### config.mk
export PLATFORM = sky130hd
export DESIGN_NAME = seq_addsub
export DESIGN_NICKNAME = d
export VERILOG_FILES = /design/src/rtl/seq_addsub.sv
export SDC_FILE = /design/constraint.sdc
export NUM_CORES = 1
export LEC_CHECK = 0
export CAP_MARGIN = 20
export CORE_ASPECT_RATIO = 1.5
export CORE_MARGIN = 10
export CORE_UTILIZATION = 51
export DETAILED_ROUTE_END_ITERATION = 12
export PLACE_DENSITY = 0.88
export SLEW_MARGIN = 20
export SYNTH_ARGS = -nofsm -noshare
export SYNTH_HDL_FRONTEND = slang
export SYNTH_SLANG_ARGS = --single-unit
export TNS_END_PERCENT = 10
### constraint.sdc
create_clock -name Clk -period 3.6 [get_ports Clk]
set_input_delay 1.08 -clock Clk [delete_from_list [all_inputs] [get_ports Clk]]
set_output_delay 1.08 -clock Clk [all_outputs]
set_load 0.01 [all_outputs]
### src/rtl/seq_addsub.sv
// ---------------------------------------------------------------------------
// seq_addsub
//
// Multi-cycle signed adder/subtractor. Accepts two WIDTH-bit two's complement
// operands and produces the sign-extended WIDTH+1-bit result of A+B or A-B.
// The sum is built CHUNK bits per clock, least significant chunk first, with
// a ripple carry held in a register between chunks. Subtraction is done as
// A + ~B + 1: B is inverted and the carry is seeded with 1 when the operands
// are latched.
//
// Parameters:
//   WIDTH     operand width; the result is WIDTH+1 bits
//   CHUNK     bits processed per RUN cycle (1 <= CHUNK <= WIDTH, WIDTH % CHUNK == 0)
//
// Ports:
//   Clk        in   system clock, rising edge
//   Reset      in   synchronous, active-high reset
//   in_valid   in   A, B and func_val are valid
//   in_ready   out  block can accept operands (only in IDLE, never during Reset)
//   A, B       in   signed operands, WIDTH bits
//   func_val   in   0 = A+B, 1 = A-B
//   out_valid  out  S holds a finished result
//   out_ready  in   consumer takes the result
//   S          out  signed, sign-extended result, WIDTH+1 bits
//   busy       out  high while an operation is running or waiting to be taken
//   ovf        out  result does not fit in WIDTH bits (only with the macro below)
//
// Optional feature:
//   Define SEQ_ADDSUB_OVF_EN to add the ovf output.
// ---------------------------------------------------------------------------
module seq_addsub #(
    parameter int WIDTH = 8,
    parameter int CHUNK = 2
) (
    input  logic             Clk,
    input  logic             Reset,
    input  logic             in_valid,
    output logic             in_ready,
    input  logic [WIDTH-1:0] A,
    input  logic [WIDTH-1:0] B,
    input  logic             func_val,
    output logic             out_valid,
    input  logic             out_ready,
    output logic [WIDTH:0]   S,
    output logic             busy
`ifdef SEQ_ADDSUB_OVF_EN
    ,
    output logic             ovf
`endif
);

    localparam int NCHUNK = WIDTH / CHUNK;
    localparam int CW     = (NCHUNK > 1) ? $clog2(NCHUNK) : 1;

    if (CHUNK < 1 || CHUNK > WIDTH || (WIDTH % CHUNK) != 0) begin : g_bad_param
        $error("seq_addsub: CHUNK must satisfy 1 <= CHUNK <= WIDTH and divide WIDTH");
    end

    typedef enum logic [1:0] {
        IDLE = 2'd0,
        RUN  = 2'd1,
        DONE = 2'd2
    } state_t;

    state_t           state;
    state_t           state_next;
    logic [WIDTH-1:0] op_a;
    logic [WIDTH-1:0] op_b;
    logic             carry;
    logic [CW-1:0]    cnt;

    logic [CHUNK-1:0] a_chunk;
    logic [CHUNK-1:0] b_chunk;
    logic [CHUNK:0]   chunk_sum;
    logic             last_chunk;
    logic             accept;
    logic             sign_bit;

    // One chunk of the ripple adder. The carry-out of the final chunk is the
    // carry out of bit WIDTH-1, which is exactly what the sign bit needs.
    always_comb begin
        a_chunk    = op_a[cnt * CHUNK +: CHUNK];
        b_chunk    = op_b[cnt * CHUNK +: CHUNK];
        chunk_sum  = {1'b0, a_chunk} + {1'b0, b_chunk} + {{CHUNK{1'b0}}, carry};
        last_chunk = (cnt == CW'(NCHUNK - 1));
        sign_bit   = op_a[WIDTH-1] ^ op_b[WIDTH-1] ^ chunk_sum[CHUNK];
    end

    // Next-state and handshake outputs. in_ready is gated with Reset so that
    // a reset edge can never also look like an accept to the producer.
    always_comb begin
        state_next = state;
        in_ready   = 1'b0;
        out_valid  = 1'b0;
        busy       = 1'b0;
        accept     = 1'b0;
        case (state)
            IDLE: begin
                in_ready = !Reset;
                accept   = in_valid && !Reset;
                if (accept) begin
                    state_next = RUN;
                end
            end
            RUN: begin
                busy = 1'b1;
                if (last_chunk) begin
                    state_next = DONE;
                end
            end
            DONE: begin
                busy      = 1'b1;
                out_valid = 1'b1;
                if (out_ready) begin
                    state_next = IDLE;
                end
            end
            default: begin
                state_next = IDLE;
            end
        endcase
    end

    // State register and datapath. S is only written in RUN, so it stays
    // stable through DONE no matter what happens on the inputs.
    always_ff @(posedge Clk) begin
        if (Reset) begin
            state <= IDLE;
            op_a  <= '0;
            op_b  <= '0;
            carry <= 1'b0;
            cnt   <= '0;
            S     <= '0;
`ifdef SEQ_ADDSUB_OVF_EN
            ovf   <= 1'b0;
`endif
        end else begin
            state <= state_next;
            case (state)
                IDLE: begin
                    if (accept) begin
                        op_a  <= A;
                        op_b  <= B ^ {WIDTH{func_val}};
                        carry <= func_val;
                        cnt   <= '0;
                    end
                end
                RUN: begin
                    S[cnt * CHUNK +: CHUNK] <= chunk_sum[CHUNK-1:0];
                    carry                   <= chunk_sum[CHUNK];
                    if (last_chunk) begin
                        cnt      <= '0;
                        S[WIDTH] <= sign_bit;
`ifdef SEQ_ADDSUB_OVF_EN
                        // Top two result bits differ: the value needs all WIDTH+1 bits.
                        ovf      <= sign_bit ^ chunk_sum[CHUNK-1];
`endif
                    end else begin
                        cnt <= cnt + CW'(1);
                    end
                end
                default: begin
                end
            endcase
        end
    end

endmodule

# [After elaboration in Yosys (flattened, before gate mapping)]
# Index checks and enable logic that the tools add are counted.
[op_classes] n_addsub=4 eq_ne=7 shifts=4 mux=15 n_bitwise=3 n_reduce_logical=8
[op_table] op="negation 3 -> 34 bit" n=1
[op_table] op="variable shift 2 x 34 -> 9 bit (first input constant)" n=1
[op_table] op="indexed part select 2 x 34 -> 9 bit" n=1
[op_table] op="indexed part select 8 x 4 -> 2 bit" n=2
[op_table] op="2-to-1 mux 2 bit" n=5
[op_table] op="bitwise mux 9 bit" n=1
[op_table] op="inequality test 2 bit (second input constant)" n=4
[op_table] op="bitwise XOR 8 bit" n=1
[op_table] op="2-to-1 mux 1 bit" n=6
[op_table] op="one-hot mux 2 bit (3 select lines)" n=1
[op_table] op="equality test 2 bit (second input constant)" n=2
[op_table] op="one-hot mux 2 bit (2 select lines)" n=1
[op_table] op="AND reduction 2 bit" n=2
[op_table] op="adder 2 x 2 -> 3 bit" n=1
[op_table] op="adder 3 x 1 -> 3 bit" n=1
[op_table] op="AND reduction 3 bit" n=1
[op_table] op="adder 2 x 1 -> 2 bit (second input constant)" n=1
[op_table] op="equality test 2 x 1 -> 1 bit (second input constant)" n=1
[op_table] op="logical NOT 2 bit" n=1
[op_table] op="one-hot mux 1 bit (2 select lines)" n=1
[op_table] op="nonzero test 2 bit" n=1
[op_table] op="OR reduction 2 bit" n=1
[op_table] op="bitwise XOR 1 bit" n=2
[op_table] op="logical AND 1 bit" n=1
[op_table] op="logical NOT 1 bit" n=1
[totals] reg_bits=30 in_bits=21 output_inout_bits=12 wordCells=47

# [Logic depth before layout (Yosys ltp)]
[logic_depth] depth_word=6 depth_mapped=7

# [Worst setup path after synthesis]
# No wires, ideal clock.
[synth_path] kind="flip-flop to flip-flop" start="register cnt[0]" end="register S[3]" t_arrival_ps=2453 required_ps=3529 path_slack_ps=1076 stages_incl_launch_ff=8 path_buffers=1 period_less_slack_ps=2524 path_cell_list="dfxtp_1 > buf_4 > mux4_2 > fa_1 > fa_1 > nor2b_1 > nand4_1 > a21oi_1"
[synth_via] elab_chain_len=5 elab_cells_between_ends=8
[synth_rtl] item="start, declared" line="70" text="logic [CW-1:0] cnt;"
[synth_rtl] item="start signal, assigned" line="159" text="cnt <= cnt + CW'(1);"
[synth_rtl] item="indexed part select 8 x 4 -> 2 bit, on equally long branches" line="82, 83"
[synth_rtl] item="adder 2 x 2 -> 3 bit" line="84" text="chunk_sum = {1'b0, a_chunk} + {1'b0, b_chunk} + {{CHUNK{1'b0}}, carry};"
[synth_rtl] item="adder 3 x 1 -> 3 bit" line="84"
[synth_rtl] item="indexed part select 2 x 34 -> 9 bit" line="149" text="S[cnt * CHUNK +: CHUNK] <= chunk_sum[CHUNK-1:0];"
[synth_rtl] item="bitwise mux 9 bit (*)" line="149"
[synth_rtl] item="end signal, assigned by index" line="149"
[synth_rtl] item="end signal, assigned by index" line="153" text="S[WIDTH] <= sign_bit;"
[synth_rtl] item="end, declared" line="44" text="output logic [WIDTH:0] S,"
# Every way passes the cells marked *; elsewhere a longest branch is shown, timed or not.
# A chain may end at the register's enable or synchronous reset.

# [Worst setup path after layout]
[layout_path] start="input port Reset" end="output port in_ready"
[layout_via] elab_chain_len=2
[layout_rtl] item="start, declared" line="36" text="input logic Reset,"
[layout_rtl] item="logical NOT 1 bit" line="99" text="in_ready = !Reset;"
[layout_rtl] item="2-to-1 mux 1 bit" line="97" text="case (state)"
[layout_rtl] item="end, declared" line="38" text="output logic in_ready,"
# No other way between the ends.

==> flow_summary.json <==
{
  "maxCapViolCount": 0,
  "synth_ff_type": "dfxtp_1",
  "rr_startpoint": "cnt[0]",
  "synth_warnings": 0,
  "cpMostUsedCell": "clkdlybuf4s50_1",
  "die_width_um": 66.25,
  "dieArea_um2": 5921,
  "synth_fp_nets": 203,
  "die_y_um": 89.38,
  "syn_area_um2": 1637,
  "finalCritPeriodShare_pct": 91.37,
  "first_iter_violations": 55,
  "clk_latency_ns": 0.29,
  "end_kind": "primary output",
  "synth_largest_area_cell": "dfxtp_1",
  "hold_start": "S[3]",
  "postSynthCellCount": 170,
  "cts_resized": 0,
  "startpoint_type": "input port",
  "slew-limit-headroom_pct": 65.02,
  "cts_tree": "yes",
  "synth_edf_count": 0,
  "synth_area_leaders": "dfxtp_1 37%, ha_1 7.6%, nand2_1 5.7%, mux4_2 5.5%, nand3_1 4.9%",
  "synth.cells.most_frequent": "30 x dfxtp_1, 25 x nand2_1, 16 x nand3_1, 10 x ha_1",
  "routed_wl_um": 3409,
  "fillers": 255,
  "r2r_cells": 6,
  "dp.cells": 235,
  "cp_max_fo": 2,
  "setup_tns_ns": 0,
  "startpoint": "Reset",
  "gp_congestion": 0.7909,
  "worstSetupPathType": "in2out",
  "grt_pass1_vias": 1365,
  "ys_seq_elements": 30,
  "ios": 33,
  "core_um2": 3128,
  "period_minus_slack_ns": 3.289,
  "worst-path-stages": 3,
  "dr_total_vias": 1303,
  "root_buffer": "clkbuf_8",
  "overflow": 0,
  "rows": 25,
  "hold_path.class": "reg2reg",
  "io_buffers": 32,
  "async_flop_share_pct": 0,
  "initial_core_util_pct": 52.32,
  "max_stage_delay_ns": 0.55,
  "ys_types": 41,
  "cts_setup_buffers": 0,
  "worstPathCellList": "clkdlybuf4s50_1 > nor2b_1 > clkdlybuf4s50_1",
  "peakVddDrop_v": 0.0003808,
  "drt_pre_antenna_iters": 4,
  "hpwl_um": 2591,
  "fmax_mhz": 304.0,
  "syn_area_per_cell_um2": 9.627,
  "numCtsBuffers": 5,
  "whs_path_depth": 2,
  "htree_levels": 2,
  "whs_ns": 0.4487,
  "grt_max_degree": 25,
  "final_nets": 235,
  "finalPower_uw": 1031,
  "synthToLayoutAreaGrowth_pct": 25.69,
  "antenna_found_initial": 0,
  "required_ns": 2.52,
  "drt-vias-per-instance": 5.362,
  "drc": 0,
  "tightest_slew_ns": 0.5247,
  "diodes": 0,
  "finalMaxSlewViolations": 0,
  "path_clk_slew_ns": 0.06,
  "crit_family": "buffers and inverters",
  "path_buf_inv": 2,
  "cts_sinks": 30,
  "cts_hold_buf": 0,
  "drive_gt1_share_pct": 10.34,
  "status": "finished clean",
  "report.final.hold_viol_count": 0,
  "grt_setup_unrepaired": "no",
  "routedWlPerCell_um": 14.03,
  "finalClockSkew_ns": 0.004756,
  "crit_arrival_ns": 2.21,
  "finalNonFillerCells": 243,
  "ant_nets": 0,
  "ys_seq_area_share_pct": 36.70,
  "slowest_stage": "clkdlybuf4s50_1",
  "power.static_leakage_uw": 0.0008087,
  "grt_usage_pct": 12.65,
  "yosysTopAreaCellShare_pct": 36.70,
  "grt_pass1_wl_um": 5796,
  "yosysMostFrequentCell": "dfxtp_1",
  "finalSetupViolations": 0,
  "powerDensity_nw_per_um2": 501.4,
  "cts.path.max_buffers": 2
}
==> layout make-up <==
type	count	area [µm²]	area share, %
multi-input cells	123	945.9	45.99
repair buffers	35	342.8	16.67
clock buffers	7	86.33	4.197
well taps	40	50.05	2.433
flip-flops and latches	30	600.6	29.20
inverters	7	26.28	1.277
clock inverters	1	5.005	0.2433
==> path summary, 6_finish.rpt <==
kind,endpoint,slack [ns]
worst max-delay path,in_ready,0.31
worst min-delay path,S[3],0.45
worst max register to register,S[7],0.95
worst min register to register,S[3],0.45
==> cells by family (layout without fill, tap and decap cells) <==
group           after synthesis  count (layout)  synth area share, %
simple gates                 69              69                22.71
buf+inv                      17              50                5.504
flops                        30              30                36.70
xor+xnor                      9               9                5.734
mux                           6               6                6.804
compound gates               27              27                12.46
fa+ha+maj                    12              12                10.09
==> per-stage QoR <==
stage	util, %	cell area [µm²]	setup WS (ns)
2_1_floorplan	-	1637	1.076
3_3_place_gp	62.84	1966	0.2999
3_5_place_dp	62.84	1966	0.2899
4_1_cts	65.76	2057	0.2899
5_1_grt	65.76	2057	0.2542
6_report	65.76	2057	0.3105
==> flip-flops by register name, summed over array words and instances, names as in the netlist <==
| signal | cells |
|---|---|
| S | 9 |
| op_a | 8 |
| op_b | 8 |
| cnt | 2 |
| state | 2 |
| carry | 1 |
==> power by group <==
group	total, µW	switching, µW	internal [µW]
Clock	281	127	154
Sequential	405	29.8	375
Combinational	346	177	169
Total	1030	334	698
==> routing by layer <==
| metal | routed length (µm) | GRT usage, % |
|---|---|---|
| met1 | 1274 | 11.20 |
| met2 | 1873 | 23.93 |
| met3 | 181 | 3.890 |
| met5 | 0 | 0 |
| met4 | 79 | 7.648 |
==> layout by cell type, fill, tap and decap left out, drive strengths merged, types with 6 or more instances in the layout <==
master and instances:
nand3 16, o21ai 9, inv 6, ha 10
xnor2 8, clkdlybuf4s50 32, dfxtp 30, clkbuf 7
nand2 25, nor2 9
==> tightest hold or removal path, cell delays in order, from the launching register on <==
cell and delay (ns):
dfxtp_1 0.31, nand2_1 0.05, a21oi_1 0.05
Note: power is estimated with default switching activity, not from simulation.
